[config.mk]
export PLATFORM = sky130hd
export DESIGN_NAME = prim_encoder_64to6_seq
export DESIGN_NICKNAME = d
export VERILOG_FILES = /design/src/rtl/prim_encoder_64to6_seq.sv
export SDC_FILE = /design/constraint.sdc
export NUM_CORES = 1
export LEC_CHECK = 0
export CORE_UTILIZATION = 55
export CTS_CLUSTER_SIZE = 40
export DETAILED_ROUTE_END_ITERATION = 6
export GPL_ROUTABILITY_DRIVEN = 0
export PLACE_DENSITY = 0.81
export SYNTH_ARGS = -nofsm -noshare
export SYNTH_HDL_FRONTEND = slang
export SYNTH_SLANG_ARGS = --single-unit
[constraint.sdc]
create_clock -name i_clk -period 3.7 [get_ports i_clk]
set_input_delay 0.74 -clock i_clk [delete_from_list [all_inputs] [get_ports i_clk]]
set_output_delay 0.74 -clock i_clk [all_outputs]
set_load 0.02 [all_outputs]
[src/rtl/prim_encoder_64to6_seq.sv]
// Sequential 64-to-6 encoder: emits the index of every set request bit, lowest first,
// one per valid/ready handshake. Optional remaining-count port via PRIM_ENC_REMAIN_CNT_EN.
module prim_encoder_64to6_seq (
  input  logic        i_clk,
  input  logic        i_rst_n,
  input  logic        i_flush,
  input  logic        i_vec_valid,
  input  logic [63:0] i_vec,
  output logic        o_vec_ready,
  output logic        o_idx_valid,
  output logic [5:0]  o_idx,
  input  logic        i_idx_ready,
  output logic        o_last,
  output logic        o_busy
`ifdef PRIM_ENC_REMAIN_CNT_EN
  ,
  output logic [6:0]  o_remain
`endif
);

  typedef enum logic {
    ST_IDLE = 1'b0,
    ST_EMIT = 1'b1
  } state_e;

  state_e      state_q, state_d;
  logic [63:0] pending_q, pending_d;
  logic [5:0]  low_idx;
  logic        single;
  logic        emit;

  always_ff @(posedge i_clk or negedge i_rst_n) begin
    if (!i_rst_n) begin
      state_q   <= ST_IDLE;
      pending_q <= 64'd0;
    end else begin
      state_q   <= state_d;
      pending_q <= pending_d;
    end
  end

  // Highest-to-lowest scan so the lowest set bit wins.
  always_comb begin
    low_idx = 6'd0;
    for (int i = 63; i >= 0; i--) begin
      if (pending_q[i]) low_idx = 6'(i);
    end
  end

  assign single = (pending_q != 64'd0) && ((pending_q & (pending_q - 64'd1)) == 64'd0);
  assign emit   = (state_q == ST_EMIT);

  assign o_vec_ready = !emit;
  assign o_busy      = emit;
  assign o_idx_valid = emit;
  assign o_idx       = emit ? low_idx : 6'd0;
  assign o_last      = emit & single;

  always_comb begin
    state_d   = state_q;
    pending_d = pending_q;
    if (i_flush) begin
      state_d   = ST_IDLE;
      pending_d = 64'd0;
    end else begin
      case (state_q)
        ST_IDLE: begin
          if (i_vec_valid && (i_vec != 64'd0)) begin
            pending_d = i_vec;
            state_d   = ST_EMIT;
          end
        end
        ST_EMIT: begin
          if (i_idx_ready) begin
            pending_d = pending_q & (pending_q - 64'd1);
            if (single) state_d = ST_IDLE;
          end
        end
        default: state_d = ST_IDLE;
      endcase
    end
  end

`ifdef PRIM_ENC_REMAIN_CNT_EN
  logic [6:0] remain_q, remain_d;
  logic [6:0] vec_pop;

  always_comb begin
    vec_pop = 7'd0;
    for (int i = 0; i < 64; i++) vec_pop = vec_pop + 7'(i_vec[i]);
  end

  always_comb begin
    remain_d = remain_q;
    if (i_flush) begin
      remain_d = 7'd0;
    end else if (!emit) begin
      if (i_vec_valid && (i_vec != 64'd0)) remain_d = vec_pop;
    end else if (i_idx_ready) begin
      remain_d = remain_q - 7'd1;
    end
  end

  always_ff @(posedge i_clk or negedge i_rst_n) begin
    if (!i_rst_n) remain_q <= 7'd0;
    else          remain_q <= remain_d;
  end

  assign o_remain = remain_q;
`endif

endmodule

# Word-level counts from Yosys, hierarchy flattened
# Index checks and enable logic that the tools add are counted.
[word_totals]
reg_bits = 65
latchBits = 0
ram_bits = 0
rom_bits = 0
in_bits = 69
out_inout_bits = 10
elab_cells = 89
n_memories = 0
[op_classes]
addsub = 1
mul = 0
n_div = 0
order_cmp = 0
eq_ne = 2
shifts = 0
muxes = 74
bitwise_logic = 3
n_reduce_logical = 7
[op_table]
columns = ["cell", "n"]
rows = [
  ["6-bit two-way mux", 65],
  ["64-bit two-way mux", 3],
  ["64-bit one-hot mux with 2 select lines", 1],
  ["64-bit nonzero test", 2],
  ["64-bit AND", 1],
  ["64-bit logical NOT", 1],
  ["64-bit by 1-bit subtractor with 64-bit output, second input constant", 1],
  ["3-bit inequality test, second input constant", 2],
  ["1-bit two-way mux", 4],
  ["1-bit logical AND", 2],
  ["1-bit one-hot mux with 2 select lines", 1],
  ["2-bit AND reduction", 1],
  ["1-bit AND", 1],
  ["1-bit logical NOT", 1],
  ["1-bit NOT", 1],
]

# Logic depth before layout (Yosys ltp)
# Gate-level depths: netlist of the first run.
[logic_depth]
depth_word = 65
ltp_mapped = 11
mapped_depth_nobuf = 8

# Worst setup path after synthesis of the first run
# No wires, ideal clock.
[synth_path]
path_kind = "flip-flop to output port"
start = "register pending_q[2]"
end = "output o_last"
arrival_time_ns = 2.811
setup_slack_ns = 0.149
stages_incl_launch_ff = 10
n_path_buf = 1
path_cell_list = "dfrtp_1 -> buf_6 -> or4_4 -> nor2_4 -> nand4_4 -> or4_4 -> a2111oi_4 -> o311ai_1 -> a211o_1 -> nor2_1"
[synth_via]
elab_chain_cells = 5
word_cells_on_any_way = 6
[synth_lines]
columns = ["element", "line", "text"]
rows = [
  ["from (decl)", "27", "logic [63:0] pending_q, pending_d;"],
  ["from (signal assigned)", "38", "pending_q <= pending_d;"],
  ["64-bit by 1-bit subtractor with 64-bit output", "50", "assign single = (pending_q != 64'd0) && ((pending_q & (pending_q - 64'd1)) == 64'd0);"],
  ["64-bit AND", "50", ""],
  ["64-bit logical NOT", "50", ""],
  ["1-bit logical AND *", "50", ""],
  ["1-bit AND *", "57", "assign o_last = emit & single;"],
  ["to (decl)", "13", "output logic o_last,"],
]
# Every way passes the cells marked *; elsewhere a longest branch is shown, timed or not.

# Worst setup path in the final report of the first run
[layout_path]
start = "register pending_q[1]"
end = "output o_last"
# Same word-level chain as after synthesis.

==> flow_summary.toml, run 1 <==
[run_status]
violations = "DRC, setup timing"
status = "finished, violations left"

[global_routing]
overflow = 0
use_met1 = 0.5244
antenna_found_initial = 0
grt.busiest_layer = "met2"
use_met2 = 0.7076
use_met3 = 0.1512
grt_usage = 0.4503
grt_max_degree = 66
grt_pass1_vias = 6886
grt_pass1_wl_mm = 35.02

[clock_network]
cts_hold_buffers = 0
clock-sinks = 65
cts_buffers = 9
cts_root_buf = "clkbuf_8"
clk_latency_ps = 360
clk_path_buf_depth = 2
clkTransAtPathRegs_ps = 80
htreeDepth = 3
cts_tree = "yes"

[power_and_ir_drop]
power.share.clock = 0.265
powerDensity_mw_per_mm2 = 336.5
p_int_mw = 1.625
power.leakage_nw = 3.255
power_frac_seq = 0.313
p_switching_mw = 0.9283
power_frac_comb = 0.422
p_sw_frac = 0.3636
p_total_mw = 2.553
peakVddDrop_v = 0.0002202

[die]
io_pins = 79
core_mm2 = 0.009371
initial_core_util = 0.5732
num_rows = 35
die_x_um = 100.8
die_h_um = 100.8
die_area_mm2 = 0.01017

[route]
drtAntennaViolNets = 0
drc = 1
avgRoutedWirePerCell_um = 21.31
drtIter0Drc = 867
dr.pass1.iters = 7
routed_wl_mm = 21.91
vias_per_cell = 6.864
vias = 7056

[cells_and_area]
register_area_mm2 = 0.001628
fill_cells = 670
multi_input_area_mm2 = 0.003567
nets = 964
final_cell_area_mm2 = 0.007586
drive_above_1_share = 0.2592
area_growth_pct = 41.23
post-route-util = 0.8095
num_antenna_cells = 0

[synthesis]
synthesis.nets = 773
yosysMostFrequentCell = "nor2_1"
synth_area_leaders = "dfrtp_1 (30%), nor2_1 (7.5%), o21ai_0 (5.3%)"
syn-cell-area_mm2 = 0.005371
synth_cell_types = 61
syn_avg_cell_area_um2 = 7.630
synth_seq_cells = 65
synth_edf_count = 0
synth_common_cells = "nor2_1 (107), nand2_1 (68), dfrtp_1 (65)"
synth_top_cell_by_area = "dfrtp_1"
ys_seq_area_frac = 0.3028
yosysTopAreaCellShare = 0.3028
syn_inst = 704
ys_warn_count = 0
ys.flop_type = "dfrtp_1"
synth-async-reset-ratio = 1.000

[place]
dpl.hpwl_mm = 15.75
place_area_mm2 = 0.007252
io_buffer_count = 78
preCtsSetupSlack_ps = -394.7

[timing]
slew_headroom = 0.4211
finalCritPeriodShare = 1.078
drv_slew = 0
hold_violations = 0
setup-violations-final = 1
setup_tns_ps = -286.9
setup_ws_ps = -286.9
rsz0062_at_grt = "true"
skew_ps = 10.59
period_minus_slack_ps = 3987
worstMarginPinSlew_ps = 868.4
timing.fmax_mhz = 250.8

[worst_setup_path]
r2r_setup_slack_ps = 610
r2r_cells = 10
cp-end-kind = "primary output"
r2r_end = "o_busy$_DFF_PN0_"
required_ps = 2960
critical_path_class = "flip-flop to primary output"
timing.rr.start = "pending_q[1]$_DFFE_PN0P_"
crit_fanout = 6
startpoint_type = "flip-flop"
cp.arrival_ps = 3250

[run]
maxCapViolations = 0

[min_path]
min-delay-path-class = "input pin to async pin"
-- metal layers --
metal / wire [µm] / share of wire
met1: 7684 / 0.35
met2: 9969 / 0.46
met3: 2783 / 0.13
met4: 1469 / 0.067
met5: 0 / 0
-- what timing repair did --
item,4_1_cts,5_1_grt
resized for setup,19,14
pin swaps,11,2
endpoints found under the setup margin,4,4
buffers inserted,3,0
-- worst max path at each step --
stage	startpoint	endpoint	slack (ps)	cells past startpoint
after floorplan	pending_q[2]$_DFFE_PN0P_	o_last	150	9
after global placement	pending_q[5]$_DFFE_PN0P_	o_last	-330	9
after detailed placement	pending_q[5]$_DFFE_PN0P_	o_last	-390	9
after CTS	pending_q[4]$_DFFE_PN0P_	o_last	-190	9
after global routing	pending_q[1]$_DFFE_PN0P_	o_last	-300	11
final	pending_q[1]$_DFFE_PN0P_	o_last	-290	10
-- cell usage in the layout, fill, tap and decap left out, drive strengths merged, types with 5 or more instances in the layout --
cell type,count
mux2,21
a21boi,7
nor4,40
nand2b,5
a22oi,12
clkdlybuf4s50,71
nand2,68
o41ai,6
mux2i,17
buf,157
nor3,20
or4,6
o31ai,5
dfrtp,65
o311ai,6
clkbuf,13
nor2,108
o21ai,57
a2111oi,5
nand3,17
a211oi,20
nand4,14
a21oi,52
inv,16
a31oi,19
o211ai,6
or3,14
-- metrics by stage --
| step | std cells | hold slack, ps |
|---|---|---|
| floorplan | 704 | 444.4 |
| global placement | 1010 | 587.4 |
| detailed placement | 1010 | 608.6 |
| CTS | 1028 | 603.1 |
| global route | 1028 | 636.8 |
| finish | 1028 | 570.4 |
-- sequential cells by signal, summed over array words and instances, names as in the netlist --
| name | cells |
|---|---|
| pending_q | 64 |
| o_busy | 1 |
-- area by class of cell --
| type | count | share of cell area |
|---|---|---|
| well taps | 129 | 0.02128 |
| inverters | 16 | 0.007917 |
| repair buffers | 232 | 0.2578 |
| multi-input cells | 571 | 0.4702 |
| clock buffers | 13 | 0.02359 |
| clock inverters | 2 | 0.004618 |
| flip-flops and latches | 65 | 0.2146 |
-- logic make-up (layout without fill, tap and decap cells) --
family | after synthesis | after routing | share of synthesized area
AOI/OAI and AO/OA | 222 | 222 | 0.2660
muxes | 38 | 38 | 0.07570
and+or+nand+nor | 308 | 308 | 0.2972
adders and majority gates | 3 | 3 | 0.005823
DFF | 65 | 65 | 0.3028
buffers and inverters | 68 | 263 | 0.05241
-- power by group through the flow --
| stage | clock [mW] | combinational [mW] | sequential [mW] |
|---|---|---|---|
| 6_report | 0.676 | 1.08 | 0.800 |
| 5_1_grt | 0.710 | 1.14 | 0.803 |
| 4_1_cts | 0.672 | 1.02 | 0.797 |
| 3_5_place_dp | 0 | 0.995 | 0.810 |
| 3_3_place_gp | 0 | 0.969 | 0.806 |
| 2_1_floorplan | 0 | 0.501 | 0.820 |
-- worst max-delay path, stage by stage (launching register included) --
cell	delay, ps
dfrtp_1	380
buf_4	150
nor4_4	310
nand3_2	190
or3_4	440
o21a_1	230
a2111oi_4	340
o311ai_2	170
a211o_1	340
nor2_2	180
buf_6	140
No activity file was read; power rests on OpenSTA's default activity.
==> run 2: changes to the inputs <==
Settings changed: CORE_MARGIN from default to 2, DONT_BUFFER_PORTS from default to 1, PLACE_DENSITY 0.81 to 0.7, SETUP_SLACK_MARGIN from default to 0.4.
==> run 2 against run 1 <==
Net effect: the run ends with setup timing left; cell count is 13% lower; first-iteration DRC count fell by 34%; utilization down 14 points; largest cell class unchanged; largest power group is now registers.
==> flow_summary.toml, run 2 (synthesized netlist as in run 1, its figures left out) <==
[cells_and_area]
post_layout_nonfiller_instances = 898
nets = 829
area_growth_pct = 19.36
mostFrequentLayoutCells = "nor2_1 (104), buf_4 (97), nand2_1 (66), dfrtp_1 (59), o21ai_0 (55)"
final_cell_area_mm2 = 0.006411
num_antenna_cells = 0
largest_register = "pending_q"
drive_above_1_share = 0.2366
layout_commonest_cell = "nor2_1"
largest_register_ffs = 64

[place]
place_area_mm2 = 0.005841
placed_cells = 848
io_buffer_count = 0
dpl.hpwl_mm = 13.66

[route]
vias = 6206
avgRoutedWirePerCell_um = 21.93
vias_per_cell = 6.911
drtAntennaViolNets = 0
drc = 0
routed_wl_mm = 19.70
dr.pass1.iters = 5
drtIter0Drc = 574

[timing]
period_minus_slack_ps = 3978
timing.fmax_mhz = 251.4
setup-violations-final = 2
rsz0062_at_grt = "true"
hold_violations = 0
skew_ps = 14.93
hold_ws_ps = 54.38
finalCritPeriodShare = 1.075
setup_tns_ps = -490.3
drv_slew = 0
slew_headroom = 0.3722
worstMarginPinSlew_ps = 941.7
setup_ws_ps = -277.8

[worst_setup_path]
worstPathBufferInverterCount = 1
critical_path.cell_chain = "or4_4, nor2_4, buf_4, nand4_4, or4_4, a2111oi_4, o311ai_1, a211o_1, nor2_4"
cp.arrival_ps = 3240
cp_slowest_cell = "or4_4"
required_ps = 2960
crit_fanout = 6
path_delay_family = "simple AND/OR/NAND/NOR gates"
r2r_setup_slack_ps = -210
startpoint_type = "flip-flop"
cp-end-kind = "primary output"
critical_path_class = "flip-flop to primary output"
critPathMaxStageDelay_ps = 560

[power_and_ir_drop]
power.leakage_nw = 2.596
peakVddDrop_v = 0.0001863
p_total_mw = 2.218
powerDensity_mw_per_mm2 = 346.0

[global_routing]
use_met1 = 0.4766
grt_pass1_vias = 5812
grt_max_degree = 82
use_met3 = 0.08203
use_met2 = 0.5847
grt_usage = 0.3752
grt.busiest_layer = "met2"
overflow = 0
grt_pass1_wl_mm = 30.42
antenna_found_initial = 0

[clock_network]
clk_latency_ps = 370
cts_tree = "yes"
clk_path_buf_depth = 2
cts_hold_buffers = 0
htreeDepth = 3
clkTransAtPathRegs_ps = 80
cts_buffers = 9
cts_root_buf = "clkbuf_8"
clock-sinks = 65

[die]
initial_core_util = 0.5572
core_mm2 = 0.009639
die_x_um = 102.8
die_h_um = 102.8
io_pins = 79
die_area_mm2 = 0.01057
num_rows = 36

[run_status]
status = "finished, violations left"
violations = "setup timing"

[run]
maxCapViolations = 0

[min_path]
min-delay-path-class = "input pin to async pin"
run 2: cell count changes in the layout (fill, tap and decap cells not counted), sizes merged:
| cell | before | now |
|---|---|---|
| buf | 157 | 97 |
| bufinv | 1 | 0 |
| clkdlybuf4s50 | 71 | 0 |
| dlymetal6s2s | 2 | 0 |
| clkinv | 1 | 3 |
| dlygate4sd2 | 2 | 0 |
run 2: what timing repair did:
action                     in CTS  in global routing
setup buffers                  24                 10
pin swaps                      12                  4
gates resized for setup        14                 16
setup endpoints to repair       3                  7
run 2: routing by layer:
| metal | vias to the layer above | routed length [µm] |
|---|---|---|
| li1 | 2759 | - |
| met2 | 390 | 9018 |
| met4 | 0 | 1325 |
| met5 | - | 0 |
| met1 | 2947 | 7518 |
| met3 | 110 | 1834 |
run 2: power breakdown:
part	switching [mW]	internal [mW]	total (mW)	leakage, nW
sequential	0.0768	0.756	0.833	0.860
combinational	0.461	0.345	0.806	1.64
clock	0.301	0.277	0.579	0.0932
run 2: through the flow:
| step | setup slack [ps] | util |
|---|---|---|
| 3_5_place_dp | 88.08 | 0.6059 |
| 3_3_place_gp | 51.56 | 0.6059 |
| 2_1_floorplan | 347.9 | - |
| 5_1_grt | -386.5 | 0.6651 |
| 4_1_cts | -141.9 | 0.6490 |
| 6_report | -277.8 | 0.6651 |
run 2: worst paths after layout:
check	start	end	depth (start not counted)
hold / removal	i_rst_n	pending_q[51]$_DFFE_PN0P_	0
setup reg to reg	pending_q[5]$_DFFE_PN0P_	pending_q[49]$_DFFE_PN0P_	24
hold reg to reg	pending_q[0]$_DFFE_PN0P_	pending_q[0]$_DFFE_PN0P_	2
setup / recovery	pending_q[5]$_DFFE_PN0P_	o_last	9
min in group i_clk	i_flush	pending_q[32]$_DFFE_PN0P_	1
max in group asynchronous	i_rst_n	o_busy$_DFF_PN0_	0
run 2: worst reg2reg max path, stage by stage, from the launching register on:
cell	delay, ps
dfrtp_1	380
or4_4	560
nor2_4	180
buf_4	140
nand4_1	110
buf_4	180
buf_4	120
buf_4	120
buf_4	120
buf_4	120
buf_4	120
buf_4	120
buf_4	120
buf_4	120
buf_4	130
buf_4	120
buf_4	120
buf_4	120
buf_4	120
buf_4	120
buf_4	110
o21ai_0	150
nand2_1	70
a22oi_1	140
nor2_1	80
run 2: final cells by class:
type                       count  area (µm²)
clock inverter                 3       15.01
multi-input combinational    571        3649
clock buffer                  13       158.9
timing repair buffer          97       728.2
fill                         835        3228
sequential                    65        1634
inverter                      16       60.06
tap                          133       166.4
